### src/rtl/pipe_fd_regs.sv
// Fetch/decode/execute pipeline state: PC, IF/ID and ID/EX registers with
// valid tracking, saturating stall/flush event counters and a sticky protocol-error flag.
module pipe_fd_regs #(
    parameter logic [31:0] RESET_PC = 32'h0000_0000,
    parameter int unsigned CTRL_W   = 12,
    parameter int unsigned CNT_W    = 16
) (
    input  logic              clk,
    input  logic              resetn,
    input  logic              stallF,
    input  logic              stallD,
    input  logic              flushE,
    input  logic              pcsrcD,
    input  logic              jumpD,
    input  logic [31:0]       pcbranchD,
    input  logic [31:0]       pcjumpD,
    input  logic [31:0]       instrF,
    output logic [31:0]       pcF,
    output logic [31:0]       instrD,
    output logic [31:0]       pcplus4D,
    output logic              validD,
    input  logic [CTRL_W-1:0] ctrlD,
    input  logic [31:0]       rd1D,
    input  logic [31:0]       rd2D,
    input  logic [31:0]       signimmD,
    input  logic [4:0]        rsD,
    input  logic [4:0]        rtD,
    input  logic [4:0]        rdD,
    output logic [CTRL_W-1:0] ctrlE,
    output logic [31:0]       rd1E,
    output logic [31:0]       rd2E,
    output logic [31:0]       signimmE,
    output logic [4:0]        rsE,
    output logic [4:0]        rtE,
    output logic [4:0]        rdE,
    output logic [31:0]       pcplus4E,
    output logic              validE,
    input  logic              cnt_clr,
    output logic [CNT_W-1:0]  stall_cnt,
    output logic [CNT_W-1:0]  flush_cnt,
    output logic              proto_err
);

    logic        redirect;
    logic [31:0] target;
    logic [31:0] pcPlus4;
    logic        stallSat;
    logic        flushSat;
    logic        protoViolation;

    // Decode-stage redirect only counts when IF/ID holds a real instruction; jump wins.
    always_comb begin
        redirect       = validD & (jumpD | pcsrcD);
        target         = jumpD ? pcjumpD : pcbranchD;
        pcPlus4        = pcF + 32'd4;
        stallSat       = &stall_cnt;
        flushSat       = &flush_cnt;
        protoViolation = (stallF != stallD) | (stallD & ~flushE & validD);
    end

    always_ff @(posedge clk) begin
        if (!resetn) begin
            pcF <= RESET_PC;
        end else if (!stallF) begin
            pcF <= redirect ? target : pcPlus4;
        end
    end

    // IF/ID: squash the fall-through slot on a redirect.
    always_ff @(posedge clk) begin
        if (!resetn) begin
            instrD   <= 32'd0;
            pcplus4D <= 32'd0;
            validD   <= 1'b0;
        end else if (!stallD) begin
            pcplus4D <= pcPlus4;
            if (redirect) begin
                instrD <= 32'd0;
                validD <= 1'b0;
            end else begin
                instrD <= instrF;
                validD <= 1'b1;
            end
        end
    end

    // ID/EX: flush beats load; invalid decode slots enter E as an all-zero control bubble.
    always_ff @(posedge clk) begin
        if (!resetn || flushE) begin
            ctrlE    <= '0;
            rd1E     <= 32'd0;
            rd2E     <= 32'd0;
            signimmE <= 32'd0;
            rsE      <= 5'd0;
            rtE      <= 5'd0;
            rdE      <= 5'd0;
            pcplus4E <= 32'd0;
            validE   <= 1'b0;
        end else begin
            ctrlE    <= validD ? ctrlD : '0;
            rd1E     <= rd1D;
            rd2E     <= rd2D;
            signimmE <= signimmD;
            rsE      <= rsD;
            rtE      <= rtD;
            rdE      <= rdD;
            pcplus4E <= pcplus4D;
            validE   <= validD;
        end
    end

    always_ff @(posedge clk) begin
        if (!resetn || cnt_clr) begin
            stall_cnt <= '0;
            flush_cnt <= '0;
        end else begin
            if (stallD && !stallSat) begin
                stall_cnt <= stall_cnt + CNT_W'(1);
            end
            if (flushE && validD && !flushSat) begin
                flush_cnt <= flush_cnt + CNT_W'(1);
            end
        end
    end

    always_ff @(posedge clk) begin
        if (!resetn) begin
            proto_err <= 1'b0;
        end else if (protoViolation) begin
            proto_err <= 1'b1;
        end
    end

endmodule

### config.mk
export PLATFORM = sky130hd
export DESIGN_NAME = pipe_fd_regs
export DESIGN_NICKNAME = d
export VERILOG_FILES = /design/src/rtl/pipe_fd_regs.sv
export SDC_FILE = /design/constraint.sdc
export NUM_CORES = 1
export LEC_CHECK = 0
export ABC_AREA = 0
export BUFFER_PORTS_ARGS = -buffer_cell sky130_fd_sc_hd__buf_2
export CAP_MARGIN = 25
export CORE_AREA = 2 2 198 200
export DETAILED_ROUTE_END_ITERATION = 16
export DIE_AREA = 0 0 200 202
export PLACE_DENSITY_LB_ADDON = 0.15
export SYNTH_ARGS = -nofsm -noshare
export SYNTH_HDL_FRONTEND = slang
export SYNTH_SLANG_ARGS = --single-unit
### constraint.sdc
create_clock -name clk -period 2.51 [get_ports clk]
set_input_delay 0.502 -clock clk [delete_from_list [all_inputs] [get_ports clk]]
set_output_delay 0.502 -clock clk [all_outputs]
set_load 0.005 [all_outputs]
==> impl_metrics.json, run 1 <==
{
  "outcome": "finished, final reports clean",
  "clock-root-buffer": "clkbuf_16",
  "crit_required_ns": 2.91,
  "wirelength_mm": 38.7,
  "p_leak_nw": 7.22,
  "p_seq_share_pct": 44.4,
  "synth-edff-count": 0,
  "core_um2": 38300,
  "relSlewSlack_pct": 60.1,
  "clk_pin_slew_worst_paths_ns": 0.06,
  "yosys_warnings": 0,
  "min_period_over_period_pct": 85.2,
  "hold_viol": 0,
  "gp_congestion": 0.853,
  "cap_violations": 0,
  "cts_tree": "done",
  "syn_avg_cell_area_um2": 9.32,
  "vias": 9975,
  "cts.path.max_buffers": 3,
  "syn_inst": 1160,
  "cp-end-kind": "flip-flop",
  "rr_startpoint": "pcF[4]",
  "die_w_um": 200,
  "path_max_fanout": 8,
  "port_buffers": 512,
  "gr-usage-all-layers_pct": 18.3,
  "cts_setup_buffers": 0,
  "slew_viol_final": 0,
  "startpoint_type": "flip-flop",
  "ys_seq_area_share_pct": 52.9,
  "setup_viol": 0,
  "n_antenna_cell": 0,
  "fin_tns_setup_ns": 0,
  "netlist_area_um2": 10800,
  "ant_nets": 0,
  "combPwrFrac_pct": 8.6,
  "max_freq_mhz": 468,
  "firstDrtPassIters": 6,
  "powerDensity_nw_per_um2": 716,
  "clock_power_share_pct": 47.0,
  "drtIter0Drc": 616,
  "vias_per_cell": 4.54,
  "cp_data_arrival_time_ns": 2.54,
  "antenna_found_initial": 2,
  "cts.sink_count": 286,
  "ys_types": 61,
  "fin_crit_ns": 2.14,
  "ys.flop_type": "dfxtp_1",
  "p_sw_mw": 2.52,
  "ir_drop_uv": 385,
  "cts_hold_buf": 0,
  "cts_resized": 0,
  "grt_max_degree": 119,
  "worstMarginPinSlew_ns": 0.593,
  "layout.cells.non_filler": 2197,
  "area_growth_pct": 40.1,
  "cts_buffers": 35,
  "layout_common_cells": "512 x buf_2, 286 x dfxtp_1, 165 x and2_1",
  "worstSetupPathType": "reg -> reg",
  "cellInternalPower_mw": 8.33,
  "grt_pass1_wl_mm": 56.4,
  "hp-class": "in -> reg",
  "boundaryPins": 513,
  "num_rows": 72,
  "final_area_um2": 15200,
  "grt_pass1_vias": 9148,
  "initial_core_util_pct": 28.2,
  "ys_ff_latch": 286,
  "rsz0062_at_grt": "no",
  "wl_per_cell_um": 17.6,
  "dieArea_um2": 40400,
  "layout.nets": 1884,
  "chipHeight_um": 202,
  "syn-num-nets": 1390,
  "drive_gt1_share_pct": 36.9,
  "skew_ns": 0.0123,
  "clk_latency_ns": 0.52,
  "mostFrequentLayoutCell": "buf_2",
  "dp.cells": 2135,
  "htreeDepth": 2,
  "drc": 0,
  "grt_remaining_overflow": 0,
  "power_mw": 10.9,
  "fillCellCount": 3942,
  "ys_async_sr_fraction_pct": 0,
  "netSwitchingFraction_pct": 23.2,
  "min_from": "rd2D[11]",
  "crit_start": "pcF[4]",
  "dpl_cell_area_um2": 14000,
  "hpwl_mm": 29.3
}
[metrics by stage]
step	setup WS [ns]	hold slack [ns]	util (%)
2_1_floorplan	0.455	0.464	-
3_3_place_gp	0.400	0.456	36.5
3_5_place_dp	0.403	0.465	36.5
4_1_cts	0.370	0.139	39.6
5_1_grt	0.228	0.148	39.6
6_report	0.372	0.179	39.6
[routing by layer]
layer	track usage [%]	part of all wire, %
met1	22.3	42
met2	31.5	48
met3	5.22	8.2
met4	4.44	1.6
met5	0	0
[layout make-up]
cell class,count,area [um2],area share [%]
multi-input combinational,778,4730,31.2
clock inverter,5,53.8,0.355
timing repair buffer,542,2830,18.6
inverter,11,41.3,0.272
tap,518,648,4.28
sequential,286,5730,37.8
clock buffer,57,1130,7.46
[power by group through the flow]
stage / logic [mW] / clock network [mW] / registers [mW]
after detailed placement: 0.942 / 0 / 4.92
after global placement: 0.941 / 0 / 4.92
after global routing: 1.04 / 5.47 / 4.84
final: 0.930 / 5.10 / 4.82
after CTS: 0.948 / 5.28 / 4.82
after floorplan: 0.408 / 0 / 4.91
[sequential cells by signal, indices dropped and copies added, names as in the netlist, 5 cells and up]
name / cells
pcF: 32
rd1E: 32
instrD: 32
pcplus4E: 32
ctrlE: 12
rdE: 5
flush_cnt: 16
signimmE: 32
stall_cnt: 16
pcplus4D: 32
rd2E: 32
rtE: 5
rsE: 5
[path summary, 6_finish.rpt]
kind,slack [ns],cells after the start,end
setup / recovery,0.37,5,pcplus4D[31]
hold reg to reg,0.47,2,pcplus4D[12]
setup reg to reg,0.37,5,pcplus4D[31]
hold / removal,0.18,2,rd2E[11]
[cell families after synthesis]
kind of cell,count (synthesis),share of synthesized area [%]
and+or+nand+nor,497,25.1
DFF,286,52.9
AOI/OAI and AO/OA,195,10.9
buffers and inverters,96,3.49
xor gates and xnor gates,48,3.89
muxes,35,3.30
adders and majority gates,3,0.347
[worst max-delay path, cell delays in order, from the launching register on]
cell and delay, ns:
dfxtp_1 0.45, nand3_1 0.33, or4_4 0.63, nor4_4 0.28, xnor2_1 0.22, a21oi_1 0.10
[cells in the mapped netlist, types with 17 or more instances]
master / n / share of area [%]
mux2i_1: 30 / 2.8
clkbuf_1: 67 / 2.3
nor2_1: 86 / 3.0
nand4_1: 17 / 0.98
a211oi_1: 18 / 1.2
xnor2_1: 29 / 2.3
o21ai_0: 54 / 2.5
and2_1: 165 / 9.5
nand3_1: 28 / 1.3
xor2_1: 19 / 1.5
nor3_1: 26 / 1.2
dfxtp_1: 286 / 53
a21oi_1: 63 / 2.9
nand2_1: 86 / 3.0
and3_1: 39 / 2.3
Power figures use the tool's default switching activity.
==> run 2, diff against run 1 <==
--- a/config.mk
+++ b/config.mk
@@ -6,11 +6,11 @@
 export NUM_CORES = 1
 export LEC_CHECK = 0
 export ABC_AREA = 0
-export BUFFER_PORTS_ARGS = -buffer_cell sky130_fd_sc_hd__buf_2
 export CAP_MARGIN = 25
-export CORE_AREA = 2 2 198 200
+export CORE_AREA = 2 2 201 203
 export DETAILED_ROUTE_END_ITERATION = 16
-export DIE_AREA = 0 0 200 202
+export DIE_AREA = 0 0 203 205
+export DONT_BUFFER_PORTS = 1
 export PLACE_DENSITY_LB_ADDON = 0.15
 export SYNTH_ARGS = -nofsm -noshare
 export SYNTH_HDL_FRONTEND = slang
==> impl_metrics.json, run 2 (synthesis gave the netlist of run 1 again) <==
{
  "outcome": "finished, final reports clean",
  "drtIter0Drc": 394,
  "max_freq_mhz": 476,
  "slowest_stage": "dfxtp_1",
  "worstSetupPathType": "reg -> reg",
  "cts_tree": "done",
  "worstMarginPinSlew_ns": 0.655,
  "clock-root-buffer": "clkbuf_16",
  "initial_core_util_pct": 27.5,
  "cp-end-kind": "flip-flop",
  "core_um2": 39400,
  "layout.cells.non_filler": 1697,
  "dieArea_um2": 41600,
  "clk_latency_ns": 0.52,
  "hold_viol": 0,
  "cts.sink_count": 286,
  "fin_tns_setup_ns": 0,
  "fin_crit_ns": 2.10,
  "cts_hold_buf": 0,
  "grt_pass1_vias": 7660,
  "wl_per_cell_um": 21.7,
  "cts_resized": 0,
  "p_leak_nw": 4.84,
  "cap_violations": 0,
  "drive_gt1_share_pct": 9.56,
  "dp.cells": 1632,
  "cp_data_arrival_time_ns": 2.55,
  "cts.path.max_buffers": 3,
  "fillCellCount": 4118,
  "mostFrequentLayoutCell": "dfxtp_1",
  "rsz0062_at_grt": "no",
  "crit_family": "simple AND/OR/NAND/NOR gates",
  "clk_pin_slew_worst_paths_ns": 0.06,
  "path_max_fanout": 9,
  "area_growth_pct": 16.9,
  "wirelength_mm": 36.8,
  "power_mw": 10.7,
  "min_period_over_period_pct": 83.7,
  "die_w_um": 203,
  "powerDensity_nw_per_um2": 844,
  "gp_congestion": 0.781,
  "drc": 0,
  "startpoint_type": "flip-flop",
  "cpPeakStageDelay_ns": 0.49,
  "port_buffers": 0,
  "slew_viol_final": 0,
  "hp-class": "in -> reg",
  "vias_per_cell": 4.84,
  "layout_common_cells": "286 x dfxtp_1, 165 x and2_1, 86 x nand2_1",
  "skew_ns": 0.00798,
  "layout.nets": 1374,
  "grt_pass1_wl_mm": 51.7,
  "grt_remaining_overflow": 0,
  "antenna_found_initial": 7,
  "htreeDepth": 2,
  "setup_viol": 0,
  "crit_buf_inv": 0,
  "firstDrtPassIters": 5,
  "gr-usage-all-layers_pct": 16.6,
  "grt_max_degree": 157,
  "ir_drop_uv": 343,
  "boundaryPins": 513,
  "chipHeight_um": 205,
  "ant_nets": 0,
  "vias": 8210,
  "cts_setup_buffers": 0,
  "crit_required_ns": 2.96,
  "crit_chain": "and3_1 > nand4_1 > nor2_1 > a31oi_1 > o22ai_1",
  "cts_buffers": 35,
  "num_rows": 73,
  "relSlewSlack_pct": 56.4,
  "hpwl_mm": 26.8
}
[run 2: report_power, final]
group / leakage (nW) / internal, mW / switching [mW]
clock: 0.597 / 3.27 / 2.00
sequential: 2.34 / 4.71 / 0.174
combinational: 1.90 / 0.219 / 0.286
[run 2: cell type report]
cell class | count | area [um2] | area share [%]
antenna | 1 | 2.50 | 0.0198
clock buffer | 49 | 1020 | 8.06
timing repair buffer | 32 | 265 | 2.10
multi-input combinational | 778 | 4730 | 37.4
tap | 525 | 657 | 5.20
inverter | 11 | 41.3 | 0.327
sequential | 286 | 5730 | 45.3
clock inverter | 15 | 199 | 1.57
[run 2: path summary, 6_finish.rpt]
check	from	to	slack [ns]	cells past startpoint
hold / removal	rd1D[14]	rd1E[14]	0.09	1
hold reg to reg	pcplus4D[10]	pcplus4D[10]	0.51	2
setup reg to reg	pcF[6]	pcF[23]	0.41	5
setup / recovery	pcF[6]	pcF[23]	0.41	5
[run 2: per-stage QoR]
stage | hold slack [ns] | setup slack (ns) | utilization, % | area [um2]
2_1_floorplan | 0.464 | 0.455 | - | 10800
3_3_place_gp | 0.499 | 0.404 | 29.0 | 11400
3_5_place_dp | 0.505 | 0.384 | 29.0 | 11400
4_1_cts | 0.0500 | 0.383 | 32.1 | 12600
5_1_grt | 0.0552 | 0.240 | 32.1 | 12600
6_report | 0.0917 | 0.410 | 32.1 | 12600
[run 2: per-layer routing]
metal	GRT usage, %	vias up	part of all wire, %
met5	0	-	0.073
met4	6.31	4	2.9
li1	-	3928	-
met2	27.5	366	48
met1	19.6	3857	40
met3	6.03	55	8.8
==> run 3, diff against run 2 <==
==> constraint.sdc (replaced) <==
create_clock -name clk -period 2.15 [get_ports clk]
set_input_delay 0.43 -clock clk [delete_from_list [all_inputs] [get_ports clk]]
set_output_delay 0.43 -clock clk [all_outputs]
set_load 0.005 [all_outputs]
==> impl_metrics.json, run 3 (synthesis gave the netlist of run 1 again) <==
{
  "wl_met2_mm": 17.7,
  "drt-met1-wl_mm": 15.3,
  "min_period_over_period_pct": 94.8,
  "drtIter0Drc": 569,
  "cpPeakStageDelay_ns": 0.44,
  "antenna_found_initial": 5,
  "clock_power_share_pct": 47.3,
  "wirelength_mm": 37.8,
  "hpwl_mm": 27.3,
  "die_w_um": 203,
  "cap_violations": 0,
  "drc": 0,
  "area_growth_pct": 25.1,
  "hp-class": "in -> reg",
  "ant_nets": 0,
  "hold_viol": 0,
  "dieArea_um2": 41600,
  "layout.nets": 1478,
  "layout_common_cells": "286 x dfxtp_1, 165 x and2_1, 86 x nand2_1",
  "clk_pin_slew_worst_paths_ns": 0.06,
  "cts.path.max_buffers": 3,
  "cts_setup_buffers": 0,
  "combPwrFrac_pct": 6.1,
  "vias": 8582,
  "top_layer_used": "met5",
  "cp-end-kind": "flip-flop",
  "core_um2": 39400,
  "worstMarginPinSlew_ns": 0.562,
  "initial_core_util_pct": 27.5,
  "cts_tree": "done",
  "p_seq_share_pct": 46.6,
  "drive_gt1_share_pct": 10.6,
  "grt_remaining_overflow": 0,
  "num_rows": 73,
  "outcome": "finished, final reports clean",
  "max_freq_mhz": 490,
  "wl_per_cell_um": 21.0,
  "mostFrequentLayoutCell": "dfxtp_1",
  "vias_per_cell": 4.78,
  "cts_buffers": 35,
  "final_area_um2": 13500,
  "htreeDepth": 2,
  "startpoint_type": "flip-flop",
  "cts.sink_count": 286,
  "rsz0062_at_grt": "no",
  "fin_tns_setup_ns": 0,
  "grt_max_degree": 129,
  "slowest_stage": "dfxtp_1",
  "ir_drop_uv": 368,
  "gr-usage-all-layers_pct": 17.1,
  "skew_ns": 0.0112,
  "relSlewSlack_pct": 62.1,
  "setup_viol": 0,
  "dpl_cell_area_um2": 11600,
  "wl_met3_mm": 3.18,
  "slew_viol_final": 0,
  "crit_chain": "and4_1 > nand4_2 > buf_4 > nor3_1 > xnor2_1 > a21oi_1",
  "gp_congestion": 0.790,
  "clk_latency_ns": 0.52,
  "crit_required_ns": 2.54,
  "grt_pass1_vias": 8080,
  "firstDrtPassIters": 5,
  "clock-root-buffer": "clkbuf_16",
  "powerDensity_nw_per_um2": 902,
  "port_buffers": 0,
  "cellInternalPower_mw": 9.35,
  "p_sw_mw": 2.85,
  "chipHeight_um": 205,
  "fin_crit_ns": 2.04,
  "netSwitchingFraction_pct": 23.4,
  "path_max_fanout": 8,
  "grt_pass1_wl_mm": 53.8,
  "p_leak_nw": 5.26,
  "cp_data_arrival_time_ns": 2.43,
  "worstSetupPathType": "reg -> reg",
  "boundaryPins": 513
}
-- run 3: stage by stage --
stage	instances	total power [mW]	setup slack [ns]	util, %	hold WS, ns
after detailed placement	1661	6.45	0.143	29.6	0.504
final	1796	12.2	0.111	34.4	0.0384
after global routing	1796	12.7	0.0385	34.4	0.00261
after floorplan	1160	6.21	0.0946	-	0.464
after global placement	1661	6.45	0.149	29.6	0.499
after CTS	1795	12.4	0.120	34.3	0.000668
-- run 3: area by class of cell --
| class | instances | area (um2) |
|---|---|---|
| Tap cell | 525 | 657 |
| Timing Repair Buffer | 136 | 1250 |
| Fill cell | 4063 | 25800 |
| Clock inverter | 12 | 126 |
| Clock buffer | 47 | 993 |
| Inverter | 11 | 41.3 |
| Multi-Input combinational cell | 778 | 4730 |
| Antenna cell | 1 | 2.50 |
| Sequential cell | 286 | 5730 |
-- run 3: critical path, delay by kind of cell (launching register included) --
kind / cells / cell delay, ns
AOI/OAI and AO/OA: 1 / 0.11
xor gates and xnor gates: 1 / 0.25
buffers and inverters: 1 / 0.19
DFF: 1 / 0.44
and+or+nand+nor: 3 / 0.91
-- run 3: repair_timing --
action                     4_1_cts  5_1_grt
hold endpoints to repair        80        0
setup endpoints to repair        0        1
gates resized for setup          0        1
hold buffers                    75        0
-- run 3: path summary, 6_finish.rpt --
kind                 from      endpoint  slack, ns  cells after the start
max reg2reg       pcF[16]  pcplus4D[28]       0.11                      6
max               pcF[16]  pcplus4D[28]       0.11                      6
min reg2reg  pcplus4D[12]  pcplus4D[12]       0.51                      2
min               rd2D[1]       rd2E[1]       0.04                      1
-- run 3: layer usage --
metal	GRT usage, %	vias to the layer above
met5	0	-
met2	27.6	358
met1	20.6	4016
met4	7.95	2
met3	5.65	76
li1	-	4130
-- run 3: power groups by stage --
stage          sequential, mW  combinational [mW]  clock (mW)
2_1_floorplan            5.73               0.476           0
3_3_place_gp             5.81               0.639           0
3_5_place_dp             5.81               0.644           0
4_1_cts                  5.69               0.762        5.97
5_1_grt                  5.71               0.838        6.16
6_report                 5.68               0.749        5.77
